$ cat config.mk
export PLATFORM = sky130hd
export DESIGN_NAME = sine_sweep_controller
export DESIGN_NICKNAME = d
export VERILOG_FILES = /design/src/rtl/sine_sweep_controller.sv
export SDC_FILE = /design/constraint.sdc
export NUM_CORES = 1
export LEC_CHECK = 0
export CAP_MARGIN = 20
export CELL_PAD_IN_SITES_DETAIL_PLACEMENT = 1
export CELL_PAD_IN_SITES_GLOBAL_PLACEMENT = 1
export CORE_MARGIN = 10
export CORE_UTILIZATION = 45
export DETAILED_ROUTE_END_ITERATION = 16
export PLACE_DENSITY = 0.89
export SYNTH_ARGS = -nofsm -noshare
export SYNTH_HDL_FRONTEND = slang
export SYNTH_SLANG_ARGS = --single-unit
$ cat constraint.sdc
create_clock -name i_clk -period 14.1 [get_ports i_clk]
set_input_delay 2.82 -clock i_clk [delete_from_list [all_inputs] [get_ports i_clk]]
set_output_delay 2.82 -clock i_clk [all_outputs]
set_load 0.02 [all_outputs]
$ cat src/rtl/sine_sweep_controller.sv
// Frequency-sweep sequencer: steps the generator phase step from a start value to a stop value,
// holding each value for a programmable dwell, in single, sawtooth-repeat or triangle mode.
module sine_sweep_controller #(
    parameter int unsigned PHASE_W = 32,
    parameter int unsigned DWELL_W = 16
) (
    input  logic               i_clk,
    input  logic               i_rst,
    input  logic               i_start,
    input  logic               i_abort,
    input  logic               i_hold,
    input  logic [PHASE_W-1:0] i_start_step,
    input  logic [PHASE_W-1:0] i_stop_step,
    input  logic [PHASE_W-1:0] i_step_inc,
    input  logic [DWELL_W-1:0] i_dwell,
    input  logic [1:0]         i_mode,
    output logic [PHASE_W-1:0] o_phase_step,
    output logic               o_gen_rst,
    output logic               o_busy,
    output logic               o_done,
    output logic               o_step_strobe,
    output logic               o_dir
);

    typedef enum logic {
        S_IDLE,
        S_RUN
    } state_t;

    typedef enum logic [1:0] {
        M_SINGLE     = 2'd0,
        M_REPEAT     = 2'd1,
        M_TRIANGLE   = 2'd2,
        M_SINGLE_ALT = 2'd3
    } mode_t;

    localparam logic [DWELL_W-1:0] DWELL_ONE = DWELL_W'(1);

    state_t               state_q, state_d;
    mode_t                mode_q, mode_d;
    logic [PHASE_W-1:0]   start_q, start_d;
    logic [PHASE_W-1:0]   stop_q, stop_d;
    logic [PHASE_W-1:0]   inc_q, inc_d;
    logic [DWELL_W-1:0]   dwell_q, dwell_d;
    logic                 dir0_q, dir0_d;
    logic [DWELL_W-1:0]   dwell_cnt_q, dwell_cnt_d;
    logic [PHASE_W-1:0]   phase_step_q, phase_step_d;
    logic                 gen_rst_q, gen_rst_d;
    logic                 busy_q, busy_d;
    logic                 done_q, done_d;
    logic                 step_strobe_q, step_strobe_d;
    logic                 dir_q, dir_d;

    logic [PHASE_W-1:0]   leg_target;
    logic [PHASE_W-1:0]   rev_target;
    logic                 at_target;

    // One step of size inc toward target; the extra carry/borrow bit catches wrap, which clamps too.
    function automatic logic [PHASE_W-1:0] step_toward(
        input logic [PHASE_W-1:0] cur,
        input logic [PHASE_W-1:0] inc,
        input logic               up,
        input logic [PHASE_W-1:0] target
    );
        logic [PHASE_W:0]   nxt;
        logic [PHASE_W-1:0] res;
        if (up) begin
            nxt = {1'b0, cur} + {1'b0, inc};
            res = (nxt[PHASE_W] || (nxt[PHASE_W-1:0] > target)) ? target : nxt[PHASE_W-1:0];
        end else begin
            nxt = {1'b0, cur} - {1'b0, inc};
            res = (nxt[PHASE_W] || (nxt[PHASE_W-1:0] < target)) ? target : nxt[PHASE_W-1:0];
        end
        return res;
    endfunction

    always_comb begin
        state_d       = state_q;
        mode_d        = mode_q;
        start_d       = start_q;
        stop_d        = stop_q;
        inc_d         = inc_q;
        dwell_d       = dwell_q;
        dir0_d        = dir0_q;
        dwell_cnt_d   = dwell_cnt_q;
        phase_step_d  = phase_step_q;
        busy_d        = busy_q;
        dir_d         = dir_q;
        gen_rst_d     = 1'b0;
        done_d        = 1'b0;
        step_strobe_d = 1'b0;

        leg_target = (dir_q == dir0_q) ? stop_q : start_q;
        rev_target = (dir_q != dir0_q) ? stop_q : start_q;
        // A zero increment can never move, so it ends the leg like a reached target.
        at_target  = (phase_step_q == leg_target) || (inc_q == '0);

        if (i_abort) begin
            state_d      = S_IDLE;
            phase_step_d = '0;
            busy_d       = 1'b0;
        end else begin
            case (state_q)
                S_IDLE: begin
                    if (i_start) begin
                        start_d       = i_start_step;
                        stop_d        = i_stop_step;
                        inc_d         = i_step_inc;
                        dwell_d       = i_dwell;
                        mode_d        = mode_t'(i_mode);
                        dir0_d        = (i_stop_step >= i_start_step);
                        dir_d         = (i_stop_step >= i_start_step);
                        phase_step_d  = i_start_step;
                        dwell_cnt_d   = i_dwell;
                        gen_rst_d     = 1'b1;
                        step_strobe_d = 1'b1;
                        busy_d        = 1'b1;
                        state_d       = S_RUN;
                    end
                end
                S_RUN: begin
                    if (!i_hold) begin
                        if (dwell_cnt_q != '0) begin
                            dwell_cnt_d = dwell_cnt_q - DWELL_ONE;
                        end else if (!at_target) begin
                            phase_step_d  = step_toward(phase_step_q, inc_q, dir_q, leg_target);
                            step_strobe_d = 1'b1;
                            dwell_cnt_d   = dwell_q;
                        end else begin
                            case (mode_q)
                                M_REPEAT: begin
                                    phase_step_d  = start_q;
                                    step_strobe_d = 1'b1;
                                    dwell_cnt_d   = dwell_q;
                                end
                                M_TRIANGLE: begin
                                    // Turn around without repeating the endpoint.
                                    dir_d         = !dir_q;
                                    phase_step_d  = step_toward(phase_step_q, inc_q, !dir_q, rev_target);
                                    step_strobe_d = 1'b1;
                                    dwell_cnt_d   = dwell_q;
                                end
                                default: begin
                                    state_d = S_IDLE;
                                    busy_d  = 1'b0;
                                    done_d  = 1'b1;
                                end
                            endcase
                        end
                    end
                end
                default: state_d = S_IDLE;
            endcase
        end
    end

    always_ff @(posedge i_clk) begin
        if (i_rst) begin
            state_q       <= S_IDLE;
            mode_q        <= M_SINGLE;
            start_q       <= '0;
            stop_q        <= '0;
            inc_q         <= '0;
            dwell_q       <= '0;
            dir0_q        <= 1'b0;
            dwell_cnt_q   <= '0;
            phase_step_q  <= '0;
            gen_rst_q     <= 1'b0;
            busy_q        <= 1'b0;
            done_q        <= 1'b0;
            step_strobe_q <= 1'b0;
            dir_q         <= 1'b0;
        end else begin
            state_q       <= state_d;
            mode_q        <= mode_d;
            start_q       <= start_d;
            stop_q        <= stop_d;
            inc_q         <= inc_d;
            dwell_q       <= dwell_d;
            dir0_q        <= dir0_d;
            dwell_cnt_q   <= dwell_cnt_d;
            phase_step_q  <= phase_step_d;
            gen_rst_q     <= gen_rst_d;
            busy_q        <= busy_d;
            done_q        <= done_d;
            step_strobe_q <= step_strobe_d;
            dir_q         <= dir_d;
        end
    end

    assign o_phase_step  = phase_step_q;
    assign o_gen_rst     = gen_rst_q;
    assign o_busy        = busy_q;
    assign o_done        = done_q;
    assign o_step_strobe = step_strobe_q;
    assign o_dir         = dir_q;

endmodule

---- After elaboration in Yosys (flattened, before gate mapping) ----
Index checks and enable logic that the tools add are counted.
word-level totals
  logic and storage cells ................. 97
  register bits ........................... 169
  output and inout bits ................... 37
  input port bits ......................... 119
cells by class
  equality and inequality tests ........... 13
  magnitude comparators ................... 5
  mux-type cells .......................... 42
  reductions and logical operators ........ 17
  bitwise logic cells ..................... 3
  $add $sub $neg .......................... 3
operator list
  operator                                            count
  2-to-1 mux 32 bit                                   12
  case mux 32 bit (2 select lines)                    2
  2-to-1 mux 16 bit                                   5
  greater-than comparator 32 bit                      2
  less-than comparator 32 bit                         2
  adder 32 x 32 -> 33 bit                             1
  subtractor 32 x 32 -> 33 bit                        1
  == test 32 bit                                      1
  greater-or-equal comparator 32 bit                  1
  logical NOT 32 bit                                  1
  case mux 16 bit (2 select lines)                    1
  2-to-1 mux 1 bit                                    18
  nonzero test 16 bit                                 1
  subtractor 16 x 1 -> 16 bit, second input constant  1
  != test 2 bit, second input constant                4
  case mux 1 bit (2 select lines)                     4
  AND reduction 4 bit                                 2
  AND reduction 6 bit                                 1
  OR reduction 6 bit                                  1
  logical OR 1 bit                                    5
  AND reduction 5 bit                                 1
  != test 2 x 1 -> 1 bit, second input constant       2
  != test 4 x 2 -> 1 bit, second input constant       1
  != test 4 x 3 -> 1 bit, second input constant       1
  other kinds (9)                                     12

---- Longest topological paths before layout ----
  depth after elaboration ................. 11
  gate-level depth with buffers ........... 24
  depth with buffers taken out ............ 22

---- Worst setup path after synthesis ----
No wires, ideal clock.
  kind .................................... reg2reg
  start point ............................. register phase_step_q[12] (netlist: o_phase_step[12])
  end point ............................... register phase_step_q[24] (netlist: o_phase_step[24])
  data arrival time ....................... 5.061 ns
  data required time ...................... 14.039 ns
  path buffers ............................ 2
  cell stages (with the launch flop) ...... 21
  setup time .............................. 0.061 ns
  setup slack ............................. 8.978 ns
  cell sequence ........................... dfxtp_1 > ha_1 > buf_2 > or4_1 > a311oi_1 > o31ai_1 > o31ai_2 > a21oi_1 > o211ai_1 > ha_1 > nand4_1 > nor4_1 > nand2_1 > a22oi_1 > o21a_1 > nand3_1 > buf_2 > nand2_1 > o21ai_0 > a2111oi_0 > o221a_1
between the ends
  cells in the longest elaborated chain, start to end .. 10
ends and longest elaborated chain
  what                                                                           RTL line  RTL
  from (decl)                                                                    47        logic [PHASE_W-1:0] phase_step_q, phase_step_d;
  from (signal assigned)                                                         182       phase_step_q <= phase_step_d;
  adder 32 x 32 -> 33 bit or subtractor 32 x 32 -> 33 bit (tied branches)        68, 71
  greater-than comparator 32 bit or less-than comparator 32 bit (tied branches)  69, 72
  logical OR 1 bit, on equally long branches                                     69, 72
  2-to-1 mux 32 bit, on equally long branches                                    69, 72
  2-to-1 mux 32 bit                                                              67        if (up) begin
  case mux 32 bit (2 select lines)                                               130       case (mode_q)
  2-to-1 mux 32 bit                                                              125       end else if (!at_target) begin
  2-to-1 mux 32 bit                                                              123       if (dwell_cnt_q != '0) begin
  2-to-1 mux 32 bit                                                              122       if (!i_hold) begin
  case mux 32 bit (2 select lines)                                               103       case (state_q)
Several ways; a longest one is shown, not always the timed one. The select of a mux whose other input is x is not followed.
A chain may end at the register's enable or synchronous reset.

---- Worst setup path in the final report ----
  start point ............................. register phase_step_q[3] (netlist: o_phase_step[3])
  end point ............................... register phase_step_q[0] (netlist: o_phase_step[0])
Same word-level chain as after synthesis.

==> results.md <==
Run status:
- The run finished with clean final reports.

Clock network:
- The number of clock buffers inserted by TritonCTS is 17.
- The H-tree depth reported by CTS is 4.
- The number of clock sinks seen by CTS is 169.
- The tree is rooted in a sky130_fd_sc_hd__clkbuf_16.
- Hold repair after CTS inserted 0 buffers.
- The post-CTS setup repair buffer count is 0.
- The clock insertion delay at the later pin of the skew report is 0.51 ns.
- TritonCTS built the clock tree.
- The total of cells resized after clock tree synthesis is 0.
- After clock tree synthesis, the clock-pin slew on the worst setup and hold paths is 0.08 ns.
- The clock passes through at most 2 buffers.

Setup path:
- The endpoint identified for the worst register-to-register timing path is o_phase_step[0].
- Along the worst path, the maximum fanout reaches 59.
- STA classifies the critical path endpoint as a register.
- The startpoint of the most critical register-to-register path is o_phase_step[3].
- The number of cells on the worst reg-to-reg path is 20.
- The slack of the worst reg-to-reg path is 6.97 ns.
- STA classifies the critical path startpoint as a register.
- For the worst setup path, the data required time is 14.53 ns.
- The type of the setup path with the least slack is register to register.
- Data arrives at the worst endpoint at 7.56 ns.

Floorplan:
- The core region is 38700 µm².
- The floorplan step set the die height to 218 µm.
- The initialized floorplan defines 72 standard-cell rows.
- The die footprint is 47500 µm².
- The effective utilization at floorplan is 45.5%.
- The floorplan step set the die width to 218 µm.
- The number of primary I/O pins is 156.

Worst hold path:
- The path with the worst hold slack has its endpoint at mode_q[0].
- The worst hold path passes through 2 cells.
- The startpoint of the tightest hold check path is mode_q[0].
- The type of the tightest min-delay check is register to register.

Layout:
- The fill cell instance count of the final layout is 4912.
- The count of nets after finishing is 2847.
- The post-route netlist has 4.42% of its cells at a drive strength greater than 1.
- The number of antenna diodes in the final layout is 0.
- In the final layout, flip-flops and latches occupy 3380 µm².
- The final instance count without filler cells is 3031.
- Compared with the post-synthesis result, the final layout area differs by 14.0%.
- The multi-input gate area in the final layout is 13100 µm².

STA:
- The post-layout minimum cycle time is 7.13 ns.
- Setup violations remaining at the end of the flow were counted as 0.
- The count of pins over their slew limit was 0.
- Setup repair after global routing left no endpoint under its margin.
- The worst-margin pin slew is 1.12 ns.
- The worst pin sits at a relative slew slack of 24.9%.
- Clock skew on the completed layout was measured at 0.0193 ns.
- The hold violation count in the final report is 0.
- For the final routed database, the setup TNS stands at 0 ns.
- The fraction of the cycle the final worst path needs is 50.6%.
- The maximum clock rate is 0.140 GHz.

Synthesis:
- Among all flip-flop cells after synthesis, the most frequent one is sky130_fd_sc_hd__dfxtp_1.
- Yosys printed 0 warnings.
- The share of the yosys chip area belonging to registers is 19.2%.
- The number of flip-flops and latches in the synthesized netlist is 169.
- The synthesized design contains 0 enable-type register cells.
- The cell count after synthesis came out at 2445.
- The post-synthesis instance area is 17600 µm².
- The number of nets in the synthesized netlist is 2791.
- For this run, asynchronously set or reset flops after synthesis account for 0%.
- Counting distinct cell types in the post-synthesis netlist gives 87.
- The post-synthesis area per instance is 7.21 µm².

Global routing:
- The via count of the first global-routing pass came to 20100.
- Entering global routing, the biggest net connects 79 pins.
- The overall routing resource usage is 33.9%.
- The total overflow reported by the global router is 0.
- The first global-routing pass estimated 124 mm of wire.
- The initial antenna violation count is 0.

Power:
- The overall power after layout is 2.19 mW.
- The analysis attributes to cell leakage a power of 8.12 nW.
- The peak ir drop on the vdd network is 116 µV.
- Dividing total power by cell area gives a power density of 109 nW/µm².

Drt:
- Dividing the detail-routed wire length by the instance count gives 27.6 µm.
- The first detailed-routing pass took 6 iterations.
- The mean number of vias per cell is 6.70.
- Summing over every cut layer, the via total after detailed routing is 20300.
- The routed wire length is 83.5 mm.
- In this run, the number of DRC markers left after iteration 0 of detailed routing was 2209.
- The DRC violation count after routing is 0.
- The number of nets with antenna violations after detailed routing is 0.

Placement:
- The total half-perimeter wirelength after legalization and detailed placement is 63.0 mm.
- In this run, placement finished with an instance count of 2998.
- The congestion estimate from routability-driven global placement came to 1.05.
- Input and output buffers added on the ports amount to 155.

Job:
- Across the run, the number of max-cap violations was 0.
area by class of cell:
cell class | instances | share of cell area (%)
Clock buffer | 19 | 2.20
Clock inverter | 12 | 0.759
Inverter | 161 | 3.01
Multi-Input combinational cell | 1971 | 65.2
Sequential cell | 169 | 16.8
Tap cell | 518 | 3.22
Timing Repair Buffer | 181 | 8.76
critical path, stage by stage (launching register included):
cell                      delay (ns)
sky130_fd_sc_hd__dfxtp_1        0.41
sky130_fd_sc_hd__ha_1           0.58
sky130_fd_sc_hd__nor3b_1        0.11
sky130_fd_sc_hd__nor3_1         0.31
sky130_fd_sc_hd__a21oi_1        0.20
sky130_fd_sc_hd__o31ai_1        0.84
sky130_fd_sc_hd__a21oi_1        0.35
sky130_fd_sc_hd__a41oi_1        0.38
sky130_fd_sc_hd__xor2_1         0.48
sky130_fd_sc_hd__ha_1           0.26
sky130_fd_sc_hd__nand4_1        0.19
sky130_fd_sc_hd__nor4_1         0.62
sky130_fd_sc_hd__and3_1         0.29
sky130_fd_sc_hd__a31oi_1        0.05
sky130_fd_sc_hd__o31ai_1        0.14
sky130_fd_sc_hd__nand3_2        0.10
sky130_fd_sc_hd__buf_4          0.39
sky130_fd_sc_hd__nor4_1         0.68
sky130_fd_sc_hd__nor2_1         0.23
sky130_fd_sc_hd__o21a_1         0.23
sky130_fd_sc_hd__a31oi_1        0.16
state kept, by name, summed over array words and instances, names as in the netlist:
| signal | flops |
|---|---|
| start_q | 32 |
| state_q | 1 |
| dir0_q | 1 |
| inc_q | 32 |
| o_dir | 1 |
| o_busy | 1 |
| o_step_strobe | 1 |
| dwell_cnt_q | 16 |
| o_gen_rst | 1 |
| mode_q | 2 |
| o_phase_step | 32 |
| o_done | 1 |
| stop_q | 32 |
| dwell_q | 16 |
cells by family (layout without fill, tap and decap cells):
logic type	count (synthesis)	after routing	share of synthesized area, %
xor+xnor	93	93	4.77
mux	64	64	3.67
simple gates	801	801	20.2
fa+ha+maj	227	227	16.2
compound gates	786	786	29.1
flops	169	169	19.2
buf+inv	305	373	6.83
per-layer routing:
metal / vias up / routed length [µm] / global-route usage (%)
met5: - / 0 / 0
met4: 0 / 3860 / 15.3
met3: 229 / 7500 / 6.98
met2: 1060 / 36000 / 51.6
met1: 10000 / 36200 / 45.3
li1: 8999 / - / -
synth_stat cells (28+ instances only):
library cell	count	area share [%]
sky130_fd_sc_hd__nor3_1	36	1.0
sky130_fd_sc_hd__nand2_1	404	8.6
sky130_fd_sc_hd__a21o_1	31	1.3
sky130_fd_sc_hd__xnor2_1	67	3.3
sky130_fd_sc_hd__ha_1	225	16
sky130_fd_sc_hd__a211oi_1	42	1.8
sky130_fd_sc_hd__a21oi_1	274	7.8
sky130_fd_sc_hd__mux2i_1	62	3.5
sky130_fd_sc_hd__nand3_1	55	1.6
sky130_fd_sc_hd__clkbuf_1	99	2.1
sky130_fd_sc_hd__o21ai_0	130	3.7
sky130_fd_sc_hd__buf_2	28	0.79
sky130_fd_sc_hd__nand4_1	39	1.4
sky130_fd_sc_hd__dfxtp_1	169	19
sky130_fd_sc_hd__nor2_1	152	3.2
sky130_fd_sc_hd__o211ai_1	91	3.9
sky130_fd_sc_hd__inv_1	159	3.4
worst max path at each step:
stage	start	end	slack (ns)	cells after the start
after floorplan	o_phase_step[12]	o_phase_step[24]	8.98	20
after global placement	o_phase_step[6]	o_phase_step[0]	7.21	20
after detailed placement	o_phase_step[3]	o_phase_step[0]	7.22	20
after CTS	o_phase_step[3]	o_phase_step[0]	7.19	20
after global routing	inc_q[3]	o_phase_step[0]	6.65	21
final	o_phase_step[3]	o_phase_step[0]	6.97	20
placed cells by master (no fill, tap or decap), drive strengths merged, types with 39 or more instances in the layout:
cell type,synthesis,layout
clkdlybuf4s50,0,154
xnor2,68,68
nand2,405,405
mux2i,62,62
ha,225,225
nor2,152,152
dfxtp,169,169
a211oi,42,42
o21ai,132,132
nand3,55,55
o211ai,91,91
a21oi,274,274
inv,159,167
nand4,39,39
stage by stage:
step	worst slack [ns]	area (µm²)	hold WS (ns)	utilization [%]
floorplan	8.98	17600	0.436	-
global placement	7.21	19500	0.442	50.3
detailed placement	7.22	19500	0.448	50.3
CTS	7.19	20100	0.458	51.8
global route	6.65	20100	0.484	51.9
finish	6.97	20100	0.457	51.9
power by group:
| group | internal, mW | switching, mW |
|---|---|---|
| clock | 0.271 | 0.250 |
| combinational | 0.382 | 0.741 |
| sequential | 0.501 | 0.0438 |
(Power assumes the default switching activity.)
